[src/rtl/acog_alu_pkg.sv]
// Shared definitions for the cog ALU add/sub pipeline: opcode encoding,
// flag-kind classification and elaboration-time parameter checks.
package acog_alu_pkg;

  localparam int OPCODE_W = 4;

  typedef logic [OPCODE_W-1:0] opcode_t;

  localparam opcode_t OP_ADD    = 4'd0;
  localparam opcode_t OP_SUB    = 4'd1;
  localparam opcode_t OP_ADDABS = 4'd2;
  localparam opcode_t OP_SUBABS = 4'd3;
  localparam opcode_t OP_SUMC   = 4'd4;
  localparam opcode_t OP_SUMNC  = 4'd5;
  localparam opcode_t OP_SUMZ   = 4'd6;
  localparam opcode_t OP_SUMNZ  = 4'd7;
  localparam opcode_t OP_ADDX   = 4'd8;
  localparam opcode_t OP_SUBX   = 4'd9;
  localparam opcode_t OP_ADDSX  = 4'd10;
  localparam opcode_t OP_SUBSX  = 4'd11;

  // What the new C flag means for a given opcode.
  typedef enum logic [1:0] {
    FK_CARRY,   // unsigned carry out of the adder
    FK_BORROW,  // unsigned borrow, i.e. inverted carry
    FK_OVF,     // signed overflow
    FK_PASS     // reserved opcode: flags pass through
  } flag_kind_t;

  function automatic flag_kind_t flag_kind(opcode_t op);
    flag_kind_t kind;
    case (op)
      OP_ADD, OP_ADDABS, OP_ADDX:                  kind = FK_CARRY;
      OP_SUB, OP_SUBABS, OP_SUBX:                  kind = FK_BORROW;
      OP_SUMC, OP_SUMNC, OP_SUMZ, OP_SUMNZ,
      OP_ADDSX, OP_SUBSX:                          kind = FK_OVF;
      default:                                     kind = FK_PASS;
    endcase
    return kind;
  endfunction

  // Only one- and two-stage pipelines are implemented.
  function automatic bit stages_ok(int stages);
    return (stages == 1) || (stages == 2);
  endfunction

endpackage

[src/rtl/acog_addsub_core.sv]
// Combinational datapath of the add/sub unit, split into two halves so the
// top level can place a register between them:
//   select half: picks the adder addend (S, -S, |S|, ~S), carry-in and the
//                sign of the effective addend used for overflow detection;
//   adder half : one W+1-bit adder plus C/Z/illegal flag generation.
module acog_addsub_core
  import acog_alu_pkg::*;
#(
  parameter int W = 32
) (
  // select half
  input  opcode_t        sel_opcode,
  input  logic [W-1:0]   sel_s,
  input  logic           sel_flag_c,
  input  logic           sel_flag_z,
  output logic [W-1:0]   sel_addend,
  output logic           sel_cin,
  output logic           sel_eff_msb,
  // adder half
  input  opcode_t        add_opcode,
  input  logic [W-1:0]   add_d,
  input  logic [W-1:0]   add_addend,
  input  logic           add_cin,
  input  logic           add_eff_msb,
  input  logic           add_flag_c,
  input  logic           add_flag_z,
  output logic [W-1:0]   q,
  output logic           flag_c,
  output logic           flag_z,
  output logic           illegal
);

  logic [W-1:0] neg_s;
  logic [W-1:0] abs_s;
  logic         sum_sub;

  // -S wraps mod 2^W, so |most-negative| is the most-negative value itself.
  assign neg_s = (~sel_s) + {{(W-1){1'b0}}, 1'b1};
  assign abs_s = sel_s[W-1] ? neg_s : sel_s;

  // SUM* ops subtract when their condition flag selects the D-S form.
  assign sum_sub = ((sel_opcode == OP_SUMC)  &  sel_flag_c) |
                   ((sel_opcode == OP_SUMNC) & ~sel_flag_c) |
                   ((sel_opcode == OP_SUMZ)  &  sel_flag_z) |
                   ((sel_opcode == OP_SUMNZ) & ~sel_flag_z);

  // Addend / carry-in selection; subtraction is D + ~S + 1 (or + ~C).
  always_comb begin
    // NOTE: defaults first so every path assigns every output and no latch is inferred.
    sel_addend  = sel_s;
    sel_cin     = 1'b0;
    sel_eff_msb = sel_s[W-1];
    case (sel_opcode)
      OP_ADD: ;
      OP_SUB, OP_SUBABS: begin
        sel_addend  = (sel_opcode == OP_SUB) ? ~sel_s : ~abs_s;
        sel_cin     = 1'b1;
        sel_eff_msb = 1'b0;
      end
      OP_ADDABS: begin
        sel_addend  = abs_s;
        sel_eff_msb = abs_s[W-1];
      end
      OP_SUMC, OP_SUMNC, OP_SUMZ, OP_SUMNZ: begin
        if (sum_sub) begin
          sel_addend  = ~sel_s;
          sel_cin     = 1'b1;
          sel_eff_msb = neg_s[W-1];
        end
      end
      OP_ADDX, OP_ADDSX: begin
        sel_cin = sel_flag_c;
      end
      OP_SUBX, OP_SUBSX: begin
        sel_addend  = ~sel_s;
        sel_cin     = ~sel_flag_c;
        sel_eff_msb = ~sel_s[W-1];
      end
      default: begin
        sel_addend  = '0;
        sel_eff_msb = 1'b0;
      end
    endcase
  end

  logic [W:0]   sum;
  logic [W-1:0] result;
  logic         carry;
  logic         ovf;
  flag_kind_t   kind;

  assign sum    = {1'b0, add_d} + {1'b0, add_addend} + {{W{1'b0}}, add_cin};
  assign result = sum[W-1:0];
  assign carry  = sum[W];
  // Overflow: D has the sign of the effective addend and the result does not.
  assign ovf    = (add_d[W-1] == add_eff_msb) & (result[W-1] != add_d[W-1]);
  assign kind   = flag_kind(add_opcode);

  // Result and flag generation; extended ops chain Z across words.
  always_comb begin
    q       = result;
    flag_c  = carry;
    flag_z  = ~|result;
    illegal = 1'b0;
    if (add_opcode >= OP_ADDX) flag_z = add_flag_z & ~|result;
    case (kind)
      FK_CARRY:  flag_c = carry;
      FK_BORROW: flag_c = ~carry;
      FK_OVF:    flag_c = ovf;
      default: begin
        q       = add_d;
        flag_c  = add_flag_c;
        flag_z  = add_flag_z;
        illegal = 1'b1;
      end
    endcase
  end

endmodule

[src/rtl/acog_sum_pipe.sv]
// Pipelined add/sub unit for the cog ALU. Operands enter through a
// valid/ready handshake, results leave through another; an opaque tag rides
// along so writeback can route each result. STAGES=2 registers the selected
// addend before the adder, STAGES=1 does everything in a single stage.
module acog_sum_pipe
  import acog_alu_pkg::*;
#(
  parameter int W      = 32,
  parameter int STAGES = 2,
  parameter int TAG_W  = 9
) (
  input  logic             clk_in,
  input  logic             reset_n_in,
  input  logic             in_valid_in,
  output logic             in_ready_o,
  input  opcode_t          opcode_in,
  input  logic [W-1:0]     d_in,
  input  logic [W-1:0]     s_in,
  input  logic             flag_c_in,
  input  logic             flag_z_in,
  input  logic [TAG_W-1:0] tag_in,
  output logic             out_valid_o,
  input  logic             out_ready_in,
  output logic [W-1:0]     q_o,
  output logic             flag_c_o,
  output logic             flag_z_o,
  output logic [TAG_W-1:0] tag_o,
  output logic             illegal_o
);

  if (!stages_ok(STAGES)) begin : g_bad_stages
    $error("acog_sum_pipe: STAGES must be 1 or 2");
  end
  if (W < 8) begin : g_bad_width
    $error("acog_sum_pipe: W must be at least 8");
  end

  // Inputs of the adder half, either straight from the ports or from stage 1.
  opcode_t          a_opcode;
  logic [W-1:0]     a_d;
  logic [W-1:0]     a_addend;
  logic             a_cin;
  logic             a_eff_msb;
  logic             a_flag_c;
  logic             a_flag_z;
  logic [TAG_W-1:0] a_tag;
  logic             a_valid;

  logic [W-1:0]     sel_addend;
  logic             sel_cin;
  logic             sel_eff_msb;
  logic [W-1:0]     core_q;
  logic             core_c;
  logic             core_z;
  logic             core_ill;

  // Output register loads when empty or when its result leaves this cycle.
  logic out_load;
  assign out_load = ~out_valid_o | out_ready_in;

  acog_addsub_core #(.W(W)) u_core (
    .sel_opcode  (opcode_in),
    .sel_s       (s_in),
    .sel_flag_c  (flag_c_in),
    .sel_flag_z  (flag_z_in),
    .sel_addend  (sel_addend),
    .sel_cin     (sel_cin),
    .sel_eff_msb (sel_eff_msb),
    .add_opcode  (a_opcode),
    .add_d       (a_d),
    .add_addend  (a_addend),
    .add_cin     (a_cin),
    .add_eff_msb (a_eff_msb),
    .add_flag_c  (a_flag_c),
    .add_flag_z  (a_flag_z),
    .q           (core_q),
    .flag_c      (core_c),
    .flag_z      (core_z),
    .illegal     (core_ill)
  );

  if (STAGES == 2) begin : g_two_stage
    logic             s1_valid;
    opcode_t          s1_opcode;
    logic [W-1:0]     s1_d;
    logic [W-1:0]     s1_addend;
    logic             s1_cin;
    logic             s1_eff_msb;
    logic             s1_flag_c;
    logic             s1_flag_z;
    logic [TAG_W-1:0] s1_tag;

    // Stage 1 is free when empty or when its content moves on this cycle.
    assign in_ready_o = ~s1_valid | out_load;

    // Stage 1: capture opcode, D, selected addend and carry-in.
    always_ff @(posedge clk_in or negedge reset_n_in) begin
      if (!reset_n_in) begin
        // NOTE: datapath registers are reset too so nothing reads X after reset.
        s1_valid   <= 1'b0;
        s1_opcode  <= OP_ADD;
        s1_d       <= '0;
        s1_addend  <= '0;
        s1_cin     <= 1'b0;
        s1_eff_msb <= 1'b0;
        s1_flag_c  <= 1'b0;
        s1_flag_z  <= 1'b0;
        s1_tag     <= '0;
      end else begin
        // NOTE: non-blocking assignments so every register samples pre-edge values.
        if (in_ready_o) s1_valid <= in_valid_in;
        if (in_valid_in && in_ready_o) begin
          s1_opcode  <= opcode_in;
          s1_d       <= d_in;
          s1_addend  <= sel_addend;
          s1_cin     <= sel_cin;
          s1_eff_msb <= sel_eff_msb;
          s1_flag_c  <= flag_c_in;
          s1_flag_z  <= flag_z_in;
          s1_tag     <= tag_in;
        end
      end
    end

    assign a_valid   = s1_valid;
    assign a_opcode  = s1_opcode;
    assign a_d       = s1_d;
    assign a_addend  = s1_addend;
    assign a_cin     = s1_cin;
    assign a_eff_msb = s1_eff_msb;
    assign a_flag_c  = s1_flag_c;
    assign a_flag_z  = s1_flag_z;
    assign a_tag     = s1_tag;
  end else begin : g_one_stage
    assign in_ready_o = out_load;
    assign a_valid    = in_valid_in;
    assign a_opcode   = opcode_in;
    assign a_d        = d_in;
    assign a_addend   = sel_addend;
    assign a_cin      = sel_cin;
    assign a_eff_msb  = sel_eff_msb;
    assign a_flag_c   = flag_c_in;
    assign a_flag_z   = flag_z_in;
    assign a_tag      = tag_in;
  end

  // Output stage: results are held unchanged while the consumer stalls.
  always_ff @(posedge clk_in or negedge reset_n_in) begin
    if (!reset_n_in) begin
      out_valid_o <= 1'b0;
      q_o         <= '0;
      flag_c_o    <= 1'b0;
      flag_z_o    <= 1'b0;
      tag_o       <= '0;
      illegal_o   <= 1'b0;
    end else if (out_load) begin
      out_valid_o <= a_valid;
      if (a_valid) begin
        q_o       <= core_q;
        flag_c_o  <= core_c;
        flag_z_o  <= core_z;
        tag_o     <= a_tag;
        illegal_o <= core_ill;
      end
    end
  end

endmodule

[config.mk]
export PLATFORM = sky130hd
export DESIGN_NAME = acog_sum_pipe
export DESIGN_NICKNAME = d
export VERILOG_FILES = /design/src/rtl/acog_alu_pkg.sv /design/src/rtl/acog_addsub_core.sv /design/src/rtl/acog_sum_pipe.sv
export SDC_FILE = /design/constraint.sdc
export NUM_CORES = 1
export LEC_CHECK = 0
export CAP_MARGIN = 0
export CORE_MARGIN = 2
export CORE_UTILIZATION = 35
export CTS_CLUSTER_SIZE = 25
export DETAILED_ROUTE_END_ITERATION = 8
export GPL_TIMING_DRIVEN = 1
export SYNTH_ARGS = -nofsm -noshare
export SYNTH_HDL_FRONTEND = slang
export SYNTH_SLANG_ARGS = --single-unit
[constraint.sdc]
create_clock -name clk_in -period 8 [get_ports clk_in]
set_input_delay 1.6 -clock clk_in [delete_from_list [all_inputs] [get_ports clk_in]]
set_output_delay 1.6 -clock clk_in [all_outputs]
set_load 0.05 [all_outputs]
==> flow_metrics.tcl, run 1 <==
set metrics [dict create \
    synth_edf_count 0 \
    p_per_area_mw_per_mm2 284 \
    fin_skew_ps 8.68 \
    drv_cap 0 \
    synth_top_area_share 0.371 \
    cts-root-buf "clkbuf_16" \
    dieArea_mm2 0.0258 \
    drtPass1Iterations 5 \
    hold_class "reg -> reg" \
    synth_nets 1080 \
    syn_area_per_cell_um2 8.92 \
    clkSlewWorstSetupHoldPaths_ps 50 \
    die_h_um 161 \
    grt_max_degree 81 \
    area_delta_synth_final_pct 24.9 \
    grt_pass1_vias 7266 \
    required_ps 8340 \
    setup_violations 0 \
    fin_crit_sh 0.611 \
    wl_per_cell_um 17.3 \
    ys_top_cells_by_area "dfrtp_1 37%, mux2_2 7.6%, o21ai_0 5.4%, nand2_1 5.2%, ha_1 4.8%" \
    cts_buffer_depth 2 \
    cp_data_arrival_time_ps 5220 \
    fin_tns_setup_ps 0 \
    cp_max_fo 79 \
    drt_iter0_drc 464 \
    synth_cell_type_count 70 \
    drc_errors 0 \
    grt_pass1_wl_mm 39.4 \
    antenna_found_initial 0 \
    final_max_slew_viol_count 0 \
    synth_common_cells "127 x dfrtp_1, 119 x nand2_1, 92 x o21ai_0" \
    synth_warnings 0 \
    synth.most_common_cell "dfrtp_1" \
    synth_top_cell_by_area "dfrtp_1" \
    rows 57 \
    ys_ff_latch 127 \
    vias_per_cell 5.41 \
    htree_levels 4 \
    rsz0062_at_grt "false" \
    dp.final_hpwl_mm 17.9 \
    max_freq_mhz 205 \
    start_util 0.355 \
    cts_hold_buffers 0 \
    hold_viol 0 \
    design.core.area_mm2 0.0242 \
    dp_cells 1369 \
    vdd_drop_max_mv 0.170 \
    slew_headroom 0.330 \
    path_class "in -> reg" \
    status "complete, no violations" \
    instances_no_fill 1398 \
    num_antenna_cells 0 \
    cts_tree "yes" \
    p_leak_nw 4.40 \
    synthCells 962 \
    gp_congestion 0.879 \
    async_reset_ff_frac 1.00 \
    end_kind "flop" \
    grt-ovfl-total 0 \
    post-cts-setup-buffers 0 \
    worstSkewPairLatency_ps 420 \
    drive_gt1_frac 0.111 \
    ios 129 \
    synth_area_mm2 0.00858 \
    period_minus_slack_ps 4880 \
    cts.repair.resized 0 \
    critPathLaunchType "input pin" \
    cts_sinks 127 \
    ys_seq_area_frac 0.371 \
    nFillCells 2338 \
    fin_nets 1182 \
    drt_wl_total_mm 24.2 \
    antenna_left 0 \
    ys.flop_type "dfrtp_1" \
    die_w_um 161 \
    num_vias 7557 \
    numCtsBuffers 17 \
    grtUsageTotal 0.191 \
    port_buffers 128 \
    tightest_slew_ps 1010 \
]
==> logic make-up after synthesis <==
logic type / synth area share
mux: 0.0972
buf+inv: 0.0315
fa+ha+maj: 0.0528
simple gates: 0.159
flops: 0.371
xor+xnor: 0.0582
compound gates: 0.231
==> where the power goes <==
| part | internal, mW | switching [mW] |
|---|---|---|
| sequential | 0.795 | 0.113 |
| combinational | 0.532 | 0.867 |
| clock | 0.460 | 0.279 |
==> cells in the final DEF, fill, tap and decap left out, drive strengths merged, types with 15 or more instances in the layout <==
cell	n
nand2	119
clkbuf	19
nand3	25
nor3	24
a32o	15
clkdlybuf4s50	127
a211oi	16
o21ai	92
nor2	75
ha	33
mux2	58
a22o	15
xnor2	43
mux2i	18
a31oi	15
a21o	16
a21oi	66
dfrtp	127
==> path summary, 6_finish.rpt <==
| check | start | to | slack (ps) | cells past startpoint |
|---|---|---|---|---|
| max reg2reg | a_d[0] | flag_z_o | 3450 | 12 |
| max | out_ready_in | flag_z_o | 3120 | 12 |
| min in group asynchronous | reset_n_in | q_o[13] | 1180 | 1 |
| max in group asynchronous | reset_n_in | a_addend[21] | 5380 | 2 |
| min | q_o[15] | q_o[15] | 480 | 2 |
| min reg2reg | q_o[15] | q_o[15] | 480 | 2 |
==> area by class of cell <==
| class | count | area [um2] | area share |
|---|---|---|---|
| repair buffers | 141 | 1380 | 0.128 |
| well taps | 324 | 405 | 0.0378 |
| clock buffers | 19 | 443 | 0.0413 |
| flip-flops and latches | 127 | 3180 | 0.297 |
| clock inverters | 10 | 116 | 0.0109 |
| multi-input cells | 764 | 5150 | 0.480 |
| inverters | 13 | 48.8 | 0.00455 |
==> metrics by stage <==
step / hold slack [ps] / util / instance area, um2 / worst slack (ps) / total power, mW
final: 477 / 0.443 / 10700 / 3120 / 3.05
after CTS: 483 / 0.443 / 10700 / 3140 / 3.07
after detailed placement: 470 / 0.420 / 10200 / 2710 / 2.32
after floorplan: 450 / - / 8580 / 3720 / 1.86
after global placement: 462 / 0.420 / 10200 / 2770 / 2.30
after global routing: 504 / 0.443 / 10700 / 2870 / 3.24
==> metal layers <==
metal  up-vias  GRT usage  share of wire
met2       227      0.282           0.43
met5         -          0              0
met1      3548      0.288           0.51
li1       3765          -              -
met3        17     0.0377          0.055
met4         0     0.0438         0.0096
==> registers in the layout, summed over array words and instances (netlist names) <==
| name | flops |
|---|---|
| a_addend | 32 |
| a_cin | 1 |
| a_d | 32 |
| a_eff_msb | 1 |
| a_flag_c | 1 |
| a_flag_z | 1 |
| a_opcode | 4 |
| a_tag | 9 |
| a_valid | 1 |
| flag_c_o | 1 |
| flag_z_o | 1 |
| illegal_o | 1 |
| out_valid_o | 1 |
| q_o | 32 |
| tag_o | 9 |
==> critical path, cell delays in order <==
cell and delay, ps:
clkdlybuf4s50_1 480, nand2b_1 150, nand2_2 60, buf_4 340
a2111oi_0 580, o2111ai_1 240, nor4bb_1 300, nand4b_1 120
nor4b_1 550, nand4_1 160, or4b_1 470, o21ai_0 160
Note: power is estimated with default switching activity, not from simulation.
==> run 2: changes to the inputs <==
==> constraint.sdc (replaced) <==
create_clock -name clk_in -period 4.3 [get_ports clk_in]
set_input_delay 0.86 -clock clk_in [delete_from_list [all_inputs] [get_ports clk_in]]
set_output_delay 0.86 -clock clk_in [all_outputs]
set_load 0.05 [all_outputs]
==> flow_metrics.tcl, run 2 (same netlist as run 1, synthesis figures left out) <==
set metrics [dict create \
    drt_iter0_drc 535 \
    grt_pass1_vias 7184 \
    p_seq_frac 0.292 \
    die_w_um 161 \
    p_sw_mw 2.36 \
    grtUsageMet1 0.290 \
    path_class "reg -> reg" \
    die_h_um 161 \
    top_usage_layer "met1" \
    period_minus_slack_ps 4040 \
    wl_per_cell_um 17.2 \
    end_kind "flop" \
    drtPass1Iterations 5 \
    fin_crit_sh 0.940 \
    htree_levels 4 \
    port_buffers 128 \
    vias_per_cell 5.45 \
    antenna_found_initial 0 \
    post-cts-setup-buffers 0 \
    cts_buffer_depth 2 \
    grt-ovfl-total 0 \
    ios 129 \
    p_sw_frac 0.409 \
    rsz0062_at_grt "false" \
    worstSkewPairLatency_ps 420 \
    critPathLaunchType "flop" \
    min_from "q_o[30]" \
    num_vias 7716 \
    antenna_left 0 \
    cp_data_arrival_time_ps 4380 \
    dieArea_mm2 0.0258 \
    num_antenna_cells 0 \
    status "complete, no violations" \
    instances_no_fill 1417 \
    grt_max_degree 128 \
    p_int_mw 3.41 \
    p_leak_nw 4.49 \
    grt_use_met2 0.279 \
    cp_max_fo 5 \
    fin_tns_setup_ps 0 \
    numCtsBuffers 17 \
    min_to "q_o[30]" \
    area_delta_synth_final_pct 26.9 \
    fin_skew_ps 8.49 \
    fin_nets 1198 \
    dp.final_hpwl_mm 18.1 \
    grt_util_met3 0.0323 \
    grt_pass1_wl_mm 39.0 \
    setup_violations 0 \
    rows 57 \
    gp_congestion 0.859 \
    min_delay_path_depth 2 \
    final_cell_mix "127 x dfrtp_1, 127 x clkdlybuf4s50_1, 117 x nand2_1, 92 x o21ai_0, 74 x nor2_1" \
    tightest_slew_ps 970 \
    final_max_slew_viol_count 0 \
    p_per_area_mw_per_mm2 530 \
    cts-root-buf "clkbuf_16" \
    slew_headroom 0.352 \
    clkSlewWorstSetupHoldPaths_ps 60 \
    drc_errors 0 \
    rr_endpoint "flag_z_o" \
    pwr-share-clk 0.252 \
    start_util 0.355 \
    r2r_cells 12 \
    drt_wl_total_mm 24.4 \
    rrSetupSlack_ps 260 \
    dp_cells 1385 \
    vdd_drop_max_mv 0.306 \
    design.core.area_mm2 0.0242 \
    drv_cap 0 \
    max_freq_mhz 247 \
    drive_gt1_frac 0.125 \
    required_ps 4630 \
    grtUsageTotal 0.191 \
    hold_viol 0 \
    cp-startpoint "a_d[0]" \
    power_frac_comb 0.457 \
    hold_class "reg -> reg" \
    cts_tree "yes" \
    r2r-start "a_d[0]" \
    cts_sinks 127 \
]
-- run 2: changes by cell type in the layout (fill, tap and decap cells not counted), sizes merged --
| cell | change |
|---|---|
| clkinv | -2 |
| clkinvlp | +1 |
| clkbuf | +3 |
| bufinv | +1 |
| buf | +16 |
-- run 2: worst max-delay path, cell delays in order (launching register included) --
cell      delay [ps]
dfrtp_1          410
fa_1             480
fa_1             430
a211oi_1         290
o211ai_1         240
a21boi_2         250
xor2_1           240
nor4bb_1         340
nand4b_1         160
nor4b_2          330
nand4_1          150
or4b_1           470
o21ai_0          170
-- run 2: layer usage --
| layer | vias up | routed length (um) |
|---|---|---|
| met1 | 3693 | 12400 |
| met5 | - | 0 |
| met4 | 0 | 244 |
| li1 | 3790 | - |
| met3 | 14 | 1240 |
| met2 | 219 | 10500 |
-- run 2: layout make-up --
cell class,count,area [um2]
fill,2352,13300
multi-input combinational,764,5160
sequential,127,3180
timing repair buffer,157,1510
clock buffer,22,454
tap,324,405
clock inverter,10,136
inverter,13,48.8
-- run 2: power groups by stage --
stage / clock network, mW / registers, mW / logic [mW]
finish: 1.45 / 1.68 / 2.64
global route: 1.55 / 1.72 / 2.86
CTS: 1.50 / 1.69 / 2.64
detailed placement: 0 / 1.71 / 2.63
global placement: 0 / 1.70 / 2.62
floorplan: 0 / 2.23 / 1.23
-- run 2: worst max-delay path by stage --
| stage | slack [ps] | to |
|---|---|---|
| floorplan | 660 | flag_z_o |
| CTS | 80 | flag_z_o |
| finish | 260 | flag_z_o |
| global route | 50 | flag_z_o |
| global placement | 150 | a_eff_msb |
| detailed placement | 4 | flag_z_o |
-- run 2: metrics by stage --
stage | instance area (um2) | setup WS (ps) | utilization | power, mW | hold WS, ps
floorplan | 8580 | 663 | - | 3.46 | 450
global placement | 10300 | 151 | 0.426 | 4.32 | 465
detailed placement | 10300 | 3.77 | 0.426 | 4.34 | 471
CTS | 10900 | 82.7 | 0.450 | 5.82 | 484
global route | 10900 | 45.8 | 0.450 | 6.13 | 505
finish | 10900 | 256 | 0.450 | 5.77 | 474
-- run 2: repair_timing --
action | 4_1_cts | 5_1_grt
resized for setup | 1 | 2
hold buffers | 0 | 0
hold endpoints to repair | 0 | 0
cloned | 0 | 0
endpoints found under the setup margin | 1 | 1
==> run 3: changes to the inputs <==
==> constraint.sdc (replaced) <==
create_clock -name clk_in -period 4.3 [get_ports clk_in]
set_input_delay 0.645 -clock clk_in [delete_from_list [all_inputs] [get_ports clk_in]]
set_output_delay 0.645 -clock clk_in [all_outputs]
set_load 0.05 [all_outputs]
==> flow_metrics.tcl, run 3 (same netlist as run 1, synthesis figures left out) <==
set metrics [dict create \
    tightest_slew_ps 1190 \
    grtUsageTotal 0.198 \
    utilization 0.448 \
    grt_pass1_wl_mm 40.6 \
    worstSetupEndpoint "flag_z_o" \
    die_h_um 161 \
    p_sw_frac 0.421 \
    htree_levels 4 \
    design.core.area_mm2 0.0242 \
    fin_crit_sh 0.914 \
    status "complete, no violations" \
    required_ps 4640 \
    numCtsBuffers 17 \
    totalPowerFinal_mw 5.78 \
    cpMaxStageDelayCell "fa_1" \
    p_per_area_mw_per_mm2 533 \
    cp-startpoint "a_d[0]" \
    rrSetupSlack_ps 370 \
    cts-root-buf "clkbuf_16" \
    path_class "reg -> reg" \
    dp.final_hpwl_mm 18.7 \
    dieArea_mm2 0.0258 \
    vias_per_cell 5.47 \
    drc_errors 0 \
    final_cell_mix "127 x dfrtp_1, 127 x clkdlybuf4s50_1, 117 x nand2_1, 92 x o21ai_0, 74 x nor2_1" \
    fin_skew_ps 10.1 \
    end_kind "flop" \
    final_max_slew_viol_count 0 \
    drt_iter0_drc 584 \
    drtPass1Iterations 5 \
    critPathLaunchType "flop" \
    grt_pass1_vias 7430 \
    path_common_cell "fa_1" \
    drt_wl_total_mm 25.0 \
    cts_hold_buffers 0 \
    num_vias 7717 \
    antenna_found_initial 0 \
    die_w_um 161 \
    slowest_delay_ps 460 \
    drv_cap 0 \
    p_sw_mw 2.43 \
    ios 129 \
    rr_endpoint "flag_z_o" \
    slew_headroom 0.206 \
    grt-ovfl-total 0 \
    power_frac_comb 0.461 \
    crit_chain "fa_1 -> fa_1 -> a211oi_1 -> o211ai_1 -> a21boi_2 -> xor2_1 -> nor4bb_1 -> nand4b_1 -> nor4b_1 -> nand4_1 -> or4b_1 -> o21ai_0" \
    cts_sinks 127 \
    cts.repair.resized 0 \
    p_leak_nw 4.47 \
    hold_viol 0 \
    vdd_drop_max_mv 0.307 \
    max_freq_mhz 254 \
    r2r_cells 12 \
    worst_slack_ps 369 \
    cp_data_arrival_time_ps 4270 \
    rows 57 \
    grt_max_degree 79 \
    p_int_mw 3.34 \
    period_minus_slack_ps 3930 \
    pwr-share-clk 0.248 \
    p_seq_frac 0.291 \
    pre_cts_slack_ps 206 \
    hold_class "in -> async" \
    fin_tns_setup_ps 0 \
    r2r-start "a_d[0]" \
    port_buffers 128 \
    wl_per_cell_um 17.7 \
    cp_max_fo 5 \
    start_util 0.355 \
    post-cts-setup-buffers 0 \
    hold_slack_ps 291 \
    gp_congestion 0.906 \
    cts_tree "yes" \
    antenna_left 0 \
    fin_nets 1193 \
    nFillCells 2339 \
    setup_violations 0 \
    drive_gt1_frac 0.124 \
    area_delta_synth_final_pct 26.4 \
    num_antenna_cells 0 \
    clkSlewWorstSetupHoldPaths_ps 60 \
    cts_buffer_depth 2 \
    rsz0062_at_grt "false" \
    worstSkewPairLatency_ps 420 \
]
[run 3: cell types whose count changed in the layout (fill, tap and decap cells not counted), sizes merged]
cell,delta
buf,-5
bufinv,-1
clkbuf,-5
clkinv,+4
clkinvlp,-1
inv,+3
[run 3: per-stage QoR]
stage          instances  cell area (um2)
6_report            1412            10800
5_1_grt             1412            10800
4_1_cts             1412            10800
3_5_place_dp        1380            10200
3_3_place_gp        1380            10200
2_1_floorplan        962             8580
[run 3: metal layers]
layer / wire length, um / up-vias / global-route usage
li1: - / 3791 / -
met1: 12700 / 3676 / 0.296
met2: 10800 / 224 / 0.295
met3: 1210 / 26 / 0.0369
met4: 345 / 0 / 0.0512
met5: 0 / - / 0
[run 3: how the worst min path moves through the flow]
stage / depth (start not counted) / to / slack (ps) / startpoint
floorplan: 0 / a_addend[0] / 350 / reset_n_in
CTS: 1 / a_d[13] / 330 / reset_n_in
global placement: 2 / q_o[4] / 460 / q_o[4]
global route: 1 / q_o[15] / 350 / reset_n_in
finish: 1 / q_o[15] / 290 / reset_n_in
detailed placement: 1 / q_o[16] / 470 / q_o[16]
[run 3: final cells by class]
cell class / count / area, um2 / share of cell area
Inverter: 13 / 48.8 / 0.00450
Timing Repair Buffer: 152 / 1470 / 0.136
Clock inverter: 15 / 160 / 0.0148
Clock buffer: 17 / 425 / 0.0392
Multi-Input combinational cell: 764 / 5150 / 0.475
Sequential cell: 127 / 3180 / 0.293
Tap cell: 324 / 405 / 0.0374
[run 3: power by group through the flow]
stage                     clock [mW]  sequential [mW]  combinational [mW]
final                           1.43             1.68                2.66
after global routing            1.52             1.72                2.88
after CTS                       1.46             1.69                2.66
after detailed placement           0             1.71                2.65
after global placement             0             1.70                2.64
after floorplan                    0             2.23                1.23
[run 3: worst max-delay path: cells and delay by family, from the launching register on]
| kind | cells | cell delay [ps] |
|---|---|---|
| AO/OA/AOI/OAI | 4 | 980 |
| adder cells (fa/ha/maj) | 2 | 900 |
| XOR/XNOR | 1 | 210 |
| AND/OR/NAND/NOR | 5 | 1350 |
| flip-flops | 1 | 410 |
